## config.mk

```make
export PLATFORM = sky130hd
export DESIGN_NAME = xaui_lane_reset_ctrl
export DESIGN_NICKNAME = d
export VERILOG_FILES = /design/src/rtl/xaui_pkg.sv /design/src/rtl/xaui_sat_counter.sv /design/src/rtl/xaui_lane_reset_ctrl.sv
export SDC_FILE = /design/constraint.sdc
export NUM_CORES = 1
export LEC_CHECK = 0
export ABC_AREA = 1
export ABC_CLOCK_PERIOD_IN_PS = 6600
export CORE_MARGIN = 2
export CORE_UTILIZATION = 40
export DETAILED_ROUTE_END_ITERATION = 8
export PLACE_DENSITY_LB_ADDON = 0.3
export SLEW_MARGIN = 20
export SYNTH_ARGS = -nofsm -noshare
export SYNTH_HDL_FRONTEND = slang
export SYNTH_SLANG_ARGS = --single-unit
```

## constraint.sdc

```tcl
create_clock -name clk -period 6.6 [get_ports clk]
set_clock_uncertainty 0.1 [all_clocks]
set_input_delay 1.98 -clock clk [delete_from_list [all_inputs] [get_ports clk]]
set_output_delay 1.98 -clock clk [all_outputs]
set_load 0.01 [all_outputs]
```

## src/rtl/xaui_pkg.sv

```systemverilog
// Shared state encoding for the XAUI lane reset / link-recovery controller.
package xaui_pkg;

  localparam int STATE_WIDTH = 3;

  typedef enum logic [STATE_WIDTH-1:0] {
    ST_TX_RST    = 3'd0,
    ST_WAIT_LOCK = 3'd1,
    ST_RX_RST    = 3'd2,
    ST_WAIT_SYNC = 3'd3,
    ST_LINK_UP   = 3'd4
  } state_t;

endpackage

```

## src/rtl/xaui_sat_counter.sv

```systemverilog
// Saturating event counter; a clear beats a simultaneous increment.
module xaui_sat_counter #(
  parameter int CNT_WIDTH = 16
) (
  input  logic                 clk,
  input  logic                 reset,
  input  logic                 inc,
  input  logic                 clr,
  output logic [CNT_WIDTH-1:0] count
);

  always_ff @(posedge clk or posedge reset) begin
    if (reset) begin
      count <= '0;
    end else if (clr) begin
      count <= '0;
    end else if (inc && (count != '1)) begin
      count <= count + CNT_WIDTH'(1);
    end
  end

endmodule

```

## src/rtl/xaui_lane_reset_ctrl.sv

```systemverilog
// MGT reset sequencer and link-recovery FSM for NUM_LANES XAUI lanes.
// state | meaning: TX_RST hold TX+RX reset | WAIT_LOCK wait CDR lock | RX_RST hold RX reset | WAIT_SYNC wait comma sync | LINK_UP link usable
module xaui_lane_reset_ctrl
  import xaui_pkg::*;
#(
  parameter int NUM_LANES       = 4,
  parameter int TX_RESET_CYCLES = 16,
  parameter int RX_RESET_CYCLES = 16,
  parameter int LOCK_TIMEOUT    = 65535,
  parameter int SYNC_TIMEOUT    = 65535,
  parameter int TIMER_WIDTH     = 20,
  parameter int CNT_WIDTH       = 16
) (
  input  logic                   clk,
  input  logic                   reset,
  input  logic                   xaui_reset,
  input  logic [NUM_LANES-1:0]   mgt_rxlock,
  input  logic [NUM_LANES-1:0]   mgt_rxbufferr,
  input  logic [NUM_LANES-1:0]   mgt_syncok,
  input  logic                   count_clear,
  output logic [NUM_LANES-1:0]   mgt_tx_reset,
  output logic [NUM_LANES-1:0]   mgt_rx_reset,
  output logic                   link_up,
  output logic [STATE_WIDTH-1:0] state,
  output logic [CNT_WIDTH-1:0]   retry_count,
  output logic [CNT_WIDTH-1:0]   bufferr_count
);

  localparam logic [TIMER_WIDTH-1:0] TX_LOAD   = TIMER_WIDTH'(TX_RESET_CYCLES - 1);
  localparam logic [TIMER_WIDTH-1:0] LOCK_LOAD = TIMER_WIDTH'(LOCK_TIMEOUT - 1);
  localparam logic [TIMER_WIDTH-1:0] RX_LOAD   = TIMER_WIDTH'(RX_RESET_CYCLES - 1);
  localparam logic [TIMER_WIDTH-1:0] SYNC_LOAD = TIMER_WIDTH'(SYNC_TIMEOUT - 1);

  state_t                 state_q, state_d;
  logic [TIMER_WIDTH-1:0] timer_q, timer_d;
  logic                   force_load;
  logic                   retry_inc, bufferr_inc;
  logic                   all_lock, any_bufferr, all_sync, timer_done;

  assign all_lock    = &mgt_rxlock;
  assign any_bufferr = |mgt_rxbufferr;
  assign all_sync    = &mgt_syncok;
  assign timer_done  = (timer_q == '0);

  function automatic logic [TIMER_WIDTH-1:0] load_value(input state_t s);
    case (s)
      ST_TX_RST:    load_value = TX_LOAD;
      ST_WAIT_LOCK: load_value = LOCK_LOAD;
      ST_RX_RST:    load_value = RX_LOAD;
      ST_WAIT_SYNC: load_value = SYNC_LOAD;
      default:      load_value = '0;
    endcase
  endfunction

  always_ff @(posedge clk or posedge reset) begin
    if (reset) begin
      state_q <= ST_TX_RST;
      timer_q <= TX_LOAD;
    end else begin
      state_q <= state_d;
      timer_q <= timer_d;
    end
  end

  always_comb begin
    state_d     = state_q;
    force_load  = 1'b0;
    retry_inc   = 1'b0;
    bufferr_inc = 1'b0;
    if (xaui_reset) begin
      // soft reset keeps reloading so TX_RST lasts the full length after release
      state_d    = ST_TX_RST;
      force_load = 1'b1;
    end else begin
      unique case (state_q)
        ST_TX_RST: begin
          if (timer_done) state_d = ST_WAIT_LOCK;
        end
        ST_WAIT_LOCK: begin
          if (all_lock) begin
            state_d = ST_RX_RST;
          end else if (timer_done) begin
            state_d   = ST_TX_RST;
            retry_inc = 1'b1;
          end
        end
        ST_RX_RST: begin
          if (timer_done) state_d = ST_WAIT_SYNC;
        end
        ST_WAIT_SYNC: begin
          if (!all_lock) begin
            state_d = ST_WAIT_LOCK;
          end else if (all_sync) begin
            state_d = ST_LINK_UP;
          end else if (timer_done) begin
            state_d   = ST_RX_RST;
            retry_inc = 1'b1;
          end
        end
        ST_LINK_UP: begin
          if (!all_lock) begin
            state_d = ST_WAIT_LOCK;
          end else if (any_bufferr) begin
            state_d     = ST_RX_RST;
            bufferr_inc = 1'b1;
          end else if (!all_sync) begin
            state_d = ST_WAIT_SYNC;
          end
        end
        default: begin
          state_d    = ST_TX_RST;
          force_load = 1'b1;
        end
      endcase
    end
  end

  always_comb begin
    timer_d = timer_q;
    if (force_load || (state_d != state_q)) begin
      timer_d = load_value(state_d);
    end else if (!timer_done) begin
      timer_d = timer_q - TIMER_WIDTH'(1);
    end
  end

  assign mgt_tx_reset = {NUM_LANES{state_q == ST_TX_RST}};
  assign mgt_rx_reset = {NUM_LANES{(state_q == ST_TX_RST) || (state_q == ST_WAIT_LOCK) ||
                                   (state_q == ST_RX_RST)}};
  assign link_up      = (state_q == ST_LINK_UP);
  assign state        = state_q;

  xaui_sat_counter #(.CNT_WIDTH(CNT_WIDTH)) u_retry_cnt (
    .clk   (clk),
    .reset (reset),
    .inc   (retry_inc),
    .clr   (count_clear),
    .count (retry_count)
  );

  xaui_sat_counter #(.CNT_WIDTH(CNT_WIDTH)) u_bufferr_cnt (
    .clk   (clk),
    .reset (reset),
    .inc   (bufferr_inc),
    .clr   (count_clear),
    .count (bufferr_count)
  );

endmodule

```

Yosys cells after proc, flatten, opt, wreduce, memory -nomap -nowiden. Cells that the tools add are included.

Register bits after elaboration: 55. Input bits: 16. Output and inout bits: 44. Logic and storage cells: 65.

Add/subtract/negate cells: 3. Equality and inequality tests: 11. Multiplexer cells: 31. Reduce and logical (&&, ||, !) cells: 16.

Operators with widths (count): two-way mux 16 bit (4); two-way mux 20 bit (2); two-way mux 3 bit (11); adder 16 x 1 -> 16 bit, second input constant (2); != test 16 bit, second input constant (2); case mux 16 bit (2 select lines) (1); logical NOT 20 bit (1); subtractor 20 x 1 -> 20 bit, second input constant (1); case mux 3 bit (5 select lines) (1); equality test 3 x 2 -> 1 bit, second input constant (4); two-way mux 1 bit (11); AND reduction 4 bit (2); equality test 3 x 1 -> 1 bit, second input constant (2); logical NOT 3 bit (2); OR reduction 5 bit (1); nonzero test 2 bit (2); OR reduction 2 bit (2); OR reduction 4 bit (1); equality test 3 bit, second input constant (1); logical OR 1 bit (3); != test 3 bit (1); logical AND 1 bit (2); != test 2 x 1 -> 1 bit, second input constant (1); case mux 1 bit (2 select lines) (1).

Logic depth before layout (Yosys ltp). Gate-level depths: netlist of the first run.

Word-level depth: 10. Gate-level depth with buffers: 15. Gate-level depth less buffers: 15.

By module. From an unflattened synthesis of the first run, not the netlist that was laid out.

Cells, all modules: 561. Area total of the unflattened synthesis: 4011.3 um^2.

By module, submodules not included: xaui_sat_counter (times used 2, cells each 159, area an instance 1083.5 um^2, seq. area each 400.4 um^2); xaui_lane_reset_ctrl (times used 1, cells each 243, area an instance 1844.3 um^2, seq. area each 580.6 um^2).

Least setup slack after synthesis of the first run. OpenSTA, ideal clock, no wires.

Path type: input to register. From: input port mgt_rxlock[0]. To: register timer_q[6]. Setup time: 122 ps. Arrival time: 3310 ps. Data required time: 6378 ps. Path slack: 3067 ps. Cell stages on the path: 12. Path buffers: 1. Path through: nand2_1 > nor2_4 > nand2_1 > nor2_1 > nand3_1 > nand2_1 > nand3_2 > nor2_4 > nand2_4 > nand2_4 > buf_8 > a21oi_1.

Longest elaborated chain between the ends: 8. Elaborated cells between the ends (all ways): 17. Those cells by class: 5 x eq/ne; 7 x mux; 5 x reduce/logical.

RTL lines: start: declaration (RTL line xaui_lane_reset_ctrl.sv:17) `input logic [NUM_LANES-1:0] mgt_rxlock,`; AND reduction 4 bit (*) (RTL line xaui_lane_reset_ctrl.sv:40) `assign all_lock = &mgt_rxlock;`; two-way mux 3 bit, on equally long branches (RTL line xaui_lane_reset_ctrl.sv:101, xaui_lane_reset_ctrl.sv:80, xaui_lane_reset_ctrl.sv:91); case mux 3 bit (5 select lines) (*) (RTL line xaui_lane_reset_ctrl.sv:75) `unique case (state_q)`; two-way mux 3 bit (*) (RTL line xaui_lane_reset_ctrl.sv:70) `if (xaui_reset) begin`; equality test 3 x 2 -> 1 bit (tied with other cells) (RTL line xaui_lane_reset_ctrl.sv:46) `case (s)`; OR reduction 2 bit (no line); case mux 16 bit (2 select lines) (RTL line xaui_lane_reset_ctrl.sv:46); two-way mux 20 bit (RTL line xaui_lane_reset_ctrl.sv:120) `if (force_load || (state_d != state_q)) begin`; end signal: assignment (RTL line xaui_lane_reset_ctrl.sv:61) `timer_q <= timer_d;`; end: declaration (RTL line xaui_lane_reset_ctrl.sv:35) `logic [TIMER_WIDTH-1:0] timer_q, timer_d;`.

Every way passes the cells marked *; elsewhere a longest branch is shown, timed or not. A chain may end at the register's enable or synchronous reset.

Worst setup path after layout of the first run. Same ends and word-level chain as after synthesis.

==> metrics.txt, run 1 <==
status=complete, no violations; Final min period=4010 ps; Finished Layout Cells=656; fin. max-slew vios=0; Leak=1.96 nW; Tcrit/Tclk final=0.608; Top cell by count, worst path=nand2_1; GRT met1 Usage=0.232; final net count=566; post-DP HPWL=6.17 mm; Synth Cell Area=0.00362 mm^2; Area Overhead vs Synth=20.0%; die width=99.1 um; RePlAce Congestion=0.885; Overall Power=704 uW; Detailed Routing Iterations Pass 1=4; Hold WC Path Type=reg -> reg; design area=0.00435 mm^2; largest net degree at the start of global routing=56; Skew-Pair Late Insertion Delay=320 ps; Crit Path Class=in -> reg; I/O pin total=60; ant diodes=0; vias in the first global route=3153; # port buffers=59; vias=3325; Slew @ Worst Pin=887 ps; Starting Density=0.413; Avg Cell Area, Syn=7.33 um^2; clk root buf=clkbuf_8; Post-synth ARST share=1.00; Cell variety after synth=41; WP data arrival=4120 ps; total negative slack=0 ps; Max Cap Viol=0; post-CTS sizing=0; average wire per standard cell=12.4 um; Crit. End Element=flip-flop; M2 GR Usage=0.296; Peak supply drop=0.118 mV; final hold violation count=0; Mapped Cells=494; Slew headroom=0.408; syn_nets=513; core box area=0.00876 mm^2; GR Util met3=0.0239; unrepaired setup endpoints after global routing=no; DP Cell Count=648; # rows=34; r2r setup slk=4150 ps; Top FF cell, synth=dfrtp_1; Reg-to-Reg Start=timer_q[0]; Cell Pwr Density=162 mW/mm^2; Clock Pin Slew Worst Setup and Hold Paths=100 ps; placed cell areas=0.00423 mm^2; CP Max Fanout=18; fillers=866; Die Span Y=99.1 um; Antenna Nets Post-Route=0; first-pass GRT wire length=14.3 mm; R2R Path End=timer_q[6]; Worst Hold Depth=2; fin util=0.496; register area share after synthesis=0.381; cells along the critical path=clkdlybuf4s50_1 > nand2_1 > nor2_4 > nand2_1 > nor2_1 > nand3_1 > nand2_1 > nand3_2 > nor2_4 > nand2_4 > nand2_4 > a21oi_1; cts hold-fix bufs=0; initial drt markers=110; total gr overflow=0; CP peak stage delay=450 ps; CTS Buffer Depth=2; CTS tree=built; synthesized flop and latch total=55; Post-synth EDFFs=0; max frequency=249 MHz; die area=0.00983 mm^2; slowest CP cell=clkdlybuf4s50_1; CTS buffer count=5; worst r2r path cells=12; required time worst endpoint=6700 ps; Via density=5.07; Worst Hold Path EP=timer_q[1]; GRT busiest layer=met2; Post-CTS Setup Bufs=0; Post-Route WL=8.13 mm; initial antenna violation count=0; DRC viols=0; critical path startpoint category=input pin; CTS sink cnt=55; gr usage total=0.174; yosys warns=0; Hold Crit Start=timer_q[1]; Final Setup Violations=0; htree depth=2; layout cell share with drive strength beyond 1=0.0894
worst max-delay path by stage:
stage / start / endpoint / slack, ps
after floorplan: mgt_rxlock[0] / timer_q[6] / 3070
after global placement: mgt_rxlock[0] / u_bufferr_cnt.count[8] / 2270
after detailed placement: mgt_rxlock[0] / u_bufferr_cnt.count[8] / 2220
after CTS: mgt_rxlock[0] / u_bufferr_cnt.count[8] / 2570
after global routing: mgt_rxlock[1] / u_bufferr_cnt.count[8] / 2410
final: mgt_rxlock[0] / timer_q[6] / 2590
flip-flops by register name, summed over array words and instances (netlist names):
signal / flops
timer_q: 20
u_bufferr_cnt.count: 16
u_retry_cnt.count: 16
state: 3
worst max-delay path: cells and delay by family:
| family | cells | cell delay, ps |
|---|---|---|
| buffers and inverters | 1 | 450 |
| AOI/OAI and AO/OA | 1 | 90 |
| and+or+nand+nor | 10 | 1590 |
routing by layer:
layer	routed length (um)	up-vias	share of wire
met1	3830	1540	0.47
met2	3910	61	0.48
met4	100	0	0.012
met3	289	8	0.036
met5	0	-	0
li1	-	1716	-
report_power, final:
group	switching, mW	internal (mW)	leakage, nW
combinational	0.0680	0.0430	1.14
clock	0.119	0.115	0.0587
sequential	0.00912	0.350	0.754
stage by stage:
stage	hold WS, ps	setup WS, ps
floorplan	347	3070
global placement	359	2270
detailed placement	367	2220
CTS	383	2570
global route	398	2410
finish	375	2590
layout by cell type, fill, tap and decap left out, types with 5 or more instances in the layout:
master           count
a21oi_1             22
a21oi_2              8
clkbuf_8             5
clkdlybuf4s50_1     59
dfrtp_1             51
inv_1               67
nand2_1            103
nand3_1             47
nand3_2              5
nand4_1             11
nor2_1              64
nor2_2               5
nor3_1              16
o21ai_0             21
xnor2_1              5
xor2_1              10
Yosys cell counts, types with 2 or more instances:
master      n  area, um^2
a21oi_1    22         110
nor2_2      5        31.3
nand4_1    11        68.8
nand2_4     3        33.8
nor2_4      4        45.0
a21oi_2     8        70.1
nand3_2     5        50.1
o21ai_1     2        10.0
o21ai_0    21         105
nor3_1     16        80.1
ha_1        3        37.5
nor4_1      3        18.8
buf_8       2        30.0
nor3_2      2        20.0
nand3_4     2        35.0
a211oi_1    3        22.5
buf_4       6        45.0
nor2_1     64         240
clkbuf_1    4        15.0
nand3_1    47         235
nand2_2     3        18.8
xor2_1     10        87.6
dfstp_2     4         105
o211ai_1    2        15.0
nand2_1   103         387
xnor2_1     5        43.8
inv_1      68         255
dfrtp_1    51        1280
and3_1      3        18.8
cells by family (layout without fill, tap and decap cells):
logic type,after synthesis,after routing,share of synthesized area
buffers and inverters,84,138,0.108
AOI/OAI and AO/OA,63,63,0.104
adders and majority gates,3,3,0.0104
xor gates and xnor gates,15,15,0.0363
and+or+nand+nor,274,274,0.360
DFF,55,55,0.381
final cells by class:
cell class                      count  area, um^2  share of cell area
Timing Repair Buffer               60         598               0.138
Multi-Input combinational cell    355        1850               0.425
Tap cell                          108         135              0.0311
Sequential cell                    55        1380               0.318
Clock inverter                      3        47.5              0.0109
Inverter                           70         268              0.0616
Clock buffer                        5        68.8              0.0158
Note: power is estimated with default switching activity, not from simulation.
==> inputs of run 2 (changes only) <==
- ABC_CLOCK_PERIOD_IN_PS: 6600 -> 3600
- clock period: 6.6 -> 3.6 ns (I/O delays scaled with it)
==> run 2 against run 1 <==
Clock power increased by 110%. Sequential cell count unchanged. Sequential power increased by 84%. Critical path depth unchanged. Highest routed layer unchanged. Register-to-register slack got worse by 3000 ps.
==> metrics.txt, run 2 (same netlist as run 1, synthesis figures left out) <==
Starting Density=0.413 (unchanged); initial drt markers=151 (+37%); DRC viols=0 (unchanged); cts hold-fix bufs=0 (unchanged); Buf/Inv on CP=3 (+2); post-CTS sizing=0 (unchanged); GRT met1 Usage=0.238 (+0.00529); core box area=0.00876 mm^2 (unchanged); Detailed Routing Iterations Pass 1=5 (+1); critical path startpoint category=input pin; max frequency=324 MHz; Post-CTS Setup Bufs=0 (unchanged); die width=99.1 um (unchanged); Tcrit/Tclk final=0.857; required time worst endpoint=3700 ps (-3000 ps); Hold WC Path Type=reg -> reg; register with the most flip-flops=timer_q; layout cell share with drive strength beyond 1=0.0942 (+0.00479); Top Registers=timer_q: 20 flops, u_bufferr_cnt.count: 16 flops, u_retry_cnt.count: 16 flops; # port buffers=59 (unchanged); Crit Path Class=in -> reg; GRT busiest layer=met2; vias=3418 (+2.8%); Final Setup Violations=0 (unchanged); placed cell areas=0.00427 mm^2 (+1.0%); unrepaired setup endpoints after global routing=no; Post-Route WL=8.49 mm (+4.5%); max reg flops=20 (unchanged); cells along the critical path=clkdlybuf4s50_1 > nand2_1 > nor2_4 > nand2_1 > nor3_1 > nand2_1 > inv_1 > nand2_1 > inv_1 > nand2_1 > o21ai_0 > a2bb2oi_1; CP Max Fanout=9 (-9); fin. max-slew vios=0 (unchanged); slowest CP cell=clkdlybuf4s50_1; ant diodes=0 (unchanged); CTS tree=built; htree depth=2 (unchanged); commonest non-fill, non-tap cell in the layout=nand2_1; status=complete, no violations; CTS Buffer Depth=2 (unchanged); Peak supply drop=0.151 mV (+28%); final net count=570 (+0.71%); vias in the first global route=3317 (+5.2%); I/O pin total=60 (unchanged); total gr overflow=0 (unchanged); Via density=5.18 (+2.2%); Final min period=3090 ps; # rows=34 (unchanged); Leak=1.99 nW (+1.6%); most frequent cells in the layout=nand2_1, inv_1, nor2_1, clkdlybuf4s50_1, dfrtp_1; CTS sink cnt=55 (unchanged); Cell Pwr Density=308 mW/mm^2 (+90%); initial antenna violation count=0 (unchanged); CP peak stage delay=460 ps (about the same); Placement Setup Slack=173 ps (-2050 ps); clk root buf=clkbuf_8; gr usage total=0.177 (+0.00265); die area=0.00983 mm^2 (unchanged); first-pass GRT wire length=14.6 mm (+2.0%); Crit path max-delay family=simple AND/OR/NAND/NOR gates; fillers=865 (-0.12%); WP data arrival=3190 ps (-930 ps); largest net degree at the start of global routing=56 (unchanged); Skew-Pair Late Insertion Delay=310 ps (about the same); total negative slack=0 ps (unchanged); Area Overhead vs Synth=21.7%; Slew @ Worst Pin=666 ps (-221 ps); design area=0.00441 mm^2 (+1.4%); final worst slack=514 ps (-2070 ps); RePlAce Congestion=0.921 (+4.1%); Max Cap Viol=0 (unchanged); Slew headroom=0.556 (+0.148); average wire per standard cell=12.9 um (+3.8%); post-DP HPWL=6.30 mm (+2.1%); GR Util met3=0.0309 (+0.00703); M2 GR Usage=0.292 (-0.00416); CTS buffer count=5 (unchanged); Clock Pin Slew Worst Setup and Hold Paths=110 ps (about the same); Top cell by count, worst path=nand2_1; Antenna Nets Post-Route=0 (unchanged); Crit. End Element=flip-flop; final hold violation count=0 (unchanged); Die Span Y=99.1 um (unchanged)
[run 2: cell count changes in the layout (fill, tap and decap cells not counted)]
cell and change:
inv_6 -1, bufinv_16 +1, buf_4 +3, clkbuf_1 +1, buf_12 +1, clkinv_4 -1
[run 2: worst paths after layout]
| kind | start | to | slack (ps) | depth (start not counted) |
|---|---|---|---|---|
| worst max register to register | timer_q[0] | u_retry_cnt.count[6] | 1200 | 12 |
| worst min-delay path | timer_q[1] | timer_q[1] | 380 | 2 |
| worst max-delay path | mgt_rxlock[1] | u_bufferr_cnt.count[14] | 510 | 12 |
| max in group asynchronous | reset | timer_q[1] | 2070 | 3 |
| worst min register to register | timer_q[1] | timer_q[1] | 380 | 2 |
| min in group asynchronous | reset | u_bufferr_cnt.count[6] | 1030 | 3 |
[run 2: layout make-up]
class	instances	area, um^2	share of cell area
clock inverter	2	60.1	0.0136
tap	108	135	0.0307
multi-input combinational	355	1850	0.419
clock buffer	6	72.6	0.0165
timing repair buffer	64	641	0.145
sequential	55	1380	0.314
inverter	70	268	0.0608
[run 2: per-layer routing]
metal  routed length [um]  vias to the layer above
met3                  427                       11
met2                 4080                       82
met1                 3880                     1616
met4                  108                        0
met5                    0                        -
li1                     -                     1709
[run 2: tightest hold or removal path: cells and delay by family (launching register included)]
family | cells | cell delay [ps]
flip-flops | 1 | 380
AND/OR/NAND/NOR | 2 | 100
[run 2: power breakdown]
group	leakage, nW	internal [mW]	switching [mW]
combinational	1.17	0.0823	0.128
clock	0.0654	0.278	0.208
sequential	0.754	0.642	0.0178
total	1.99	1.00	0.354
[run 2: metrics by stage]
stage	total power [mW]	std cells	util	hold slack (ps)
floorplan	0.828	494	-	347
global placement	0.877	652	0.488	360
detailed placement	0.882	652	0.488	364
CTS	1.37	660	0.503	383
global route	1.42	660	0.503	396
finish	1.36	660	0.503	380
==> inputs of run 3 (changes only) <==
- CORE_UTILIZATION: 40 -> 23
==> run 3 against run 2 <==
Fmax shrank 1.5%. Hold slack lost 8.8 ps. Die area grew 71%. First-iteration DRC count grew 23%. Clock power grew 4%. Critical path depth shrank 1. Cell count grew 15%. Critical endpoint is now u_bufferr_cnt.count[8]. Largest power group unchanged.
==> metrics.txt, run 3 (same netlist as run 1, synthesis figures left out) <==
status=complete, no violations; Clock Pin Slew Worst Setup and Hold Paths=70 ps (-40 ps); I/O pin total=60 (unchanged); critical path startpoint category=input pin; cts hold-fix bufs=0 (unchanged); Placement Setup Slack=168 ps (-4.74 ps); total gr overflow=0 (unchanged); Internal=1.00 mW (about the same); CTS Buffer Depth=2 (unchanged); Area Overhead vs Synth=25.9%; commonest non-fill, non-tap cell in the layout=nand2_1; CTS buffer count=5 (unchanged); initial antenna violation count=0 (unchanged); clock network fraction of total power=0.366 (+0.008); clk root buf=clkbuf_16; layout cell share with drive strength beyond 1=0.0909 (-0.00329); most frequent cells in the layout=nand2_1, inv_1, nor2_1, clkdlybuf4s50_1, dfrtp_1; final worst slack=468 ps (-45.8 ps); final net count=568 (-0.35%); first-pass GRT wire length=16.7 mm (+15%); # port buffers=59 (unchanged); Max Cap Viol=0 (unchanged); Crit Path Class=in -> reg; Final Setup Violations=0 (unchanged); sequential power share=0.479 (-0.008); GR Util met3=0.0235 (-0.00739); CTS sink cnt=55 (unchanged); post-CTS sizing=0 (unchanged); final hold violation count=0 (unchanged); Leak=1.99 nW (+0.37%); required time worst endpoint=3680 ps (-20 ps); Top Registers=timer_q: 20 flops, u_bufferr_cnt.count: 16 flops, u_retry_cnt.count: 16 flops; register with the most flip-flops=timer_q; Final min period=3130 ps (+45.8 ps); max reg flops=20 (unchanged); Overall Power=1.38 mW (+1.6%); CP Max Fanout=9 (unchanged); CTS tree=built; WP data arrival=3210 ps (+20 ps); Sw Share=0.272 (+0.0109); largest net degree at the start of global routing=33 (-41%); Slew headroom=0.525 (-0.0303); vias=3457 (+1.1%); Post-CTS Setup Bufs=0 (unchanged); Hold WC Path Type=reg -> reg; Skew-Pair Late Insertion Delay=290 ps (-20 ps); gr usage total=0.123 (-0.0540); initial drt markers=186 (+23%); DRC viols=0 (unchanged); max frequency=319 MHz (-1.5%); # rows=45 (+32%); Crit. End Element=flip-flop; vias in the first global route=3495 (+5.4%); GRT met1 Usage=0.154 (-0.0839); Starting Density=0.236 (-0.177); NetSw=374 uW (+5.8%); Peak supply drop=0.210 mV (+39%); Die Span Y=129 um (+31%); Via density=4.54 (-12%); fin. max-slew vios=0 (unchanged); M2 GR Usage=0.218 (-0.0741); GRT busiest layer=met2; Post-Route WL=9.62 mm (+13%); post-DP HPWL=7.33 mm (+16%); Antenna Nets Post-Route=0 (unchanged); total negative slack=0 ps (unchanged); die area=0.0168 mm^2 (+71%); RePlAce Congestion=0.864 (-6.2%); Cell Pwr Density=302 mW/mm^2 (-1.9%); die width=129 um (+31%); Gate power share=0.155 (about the same); average wire per standard cell=12.6 um (-1.8%); fillers=1690 (+95%); Detailed Routing Iterations Pass 1=4 (-1); Tcrit/Tclk final=0.870 (+0.0127); core box area=0.0153 mm^2 (+75%); unrepaired setup endpoints after global routing=no; htree depth=2 (unchanged); ant diodes=0 (unchanged); Slew @ Worst Pin=711 ps (+45.1 ps)
-- run 3: changes by cell type in the layout (fill, tap and decap cells not counted), sizes merged --
cell	change
clkinv	+1
clkbuf	+1
buf	-2
bufinv	-2
-- run 3: layer usage --
| metal | part of all wire | vias to the layer above | wire, um |
|---|---|---|---|
| li1 | - | 1712 | - |
| met1 | 0.45 | 1660 | 4350 |
| met2 | 0.50 | 75 | 4790 |
| met3 | 0.038 | 10 | 366 |
| met4 | 0.012 | 0 | 116 |
| met5 | 0 | - | 0 |
-- run 3: final cells by class --
type                    count  area, um^2  area share
clock inverters             1        5.00     0.00110
repair buffers             62         651       0.143
well taps                 211         264      0.0579
multi-input cells         355        1850       0.405
flip-flops and latches     55        1380       0.303
clock buffers               7         143      0.0313
inverters                  70         268      0.0587
-- run 3: metrics by stage --
step | utilization | cells | hold slack, ps | cell area [um^2]
2_1_floorplan | - | 494 | 347 | 3620
3_5_place_dp | 0.288 | 753 | 365 | 4410
4_1_cts | 0.298 | 761 | 376 | 4560
6_report | 0.298 | 761 | 371 | 4560
5_1_grt | 0.298 | 761 | 416 | 4560
3_3_place_gp | 0.288 | 753 | 361 | 4410
-- run 3: path summary, 6_finish.rpt --
kind	start	end	slack (ps)	cells past startpoint
worst max-delay path	mgt_rxlock[1]	u_bufferr_cnt.count[8]	470	11
worst min-delay path	timer_q[1]	timer_q[1]	370	2
worst max register to register	timer_q[0]	u_retry_cnt.count[15]	1120	12
worst min register to register	timer_q[1]	timer_q[1]	370	2
max in group asynchronous	reset	u_retry_cnt.count[2]	1670	3
min in group asynchronous	reset	u_retry_cnt.count[11]	1140	2
-- run 3: power groups by stage --
stage	clock [mW]	sequential [mW]	combinational (mW)
after floorplan	0	0.668	0.160
after global placement	0	0.671	0.213
after detailed placement	0	0.672	0.216
after CTS	0.524	0.660	0.217
after global routing	0.546	0.662	0.244
final	0.505	0.660	0.214
-- run 3: critical path: stages --
cell and delay, ps:
clkdlybuf4s50_1 460, nand2_1 80, nor2_4 200, nand2_1 90, nor3_1 230, nand2_1 230, nor2_1 260, nand3_1 140
or2_0 240, o21ai_0 150, a21oi_1 50
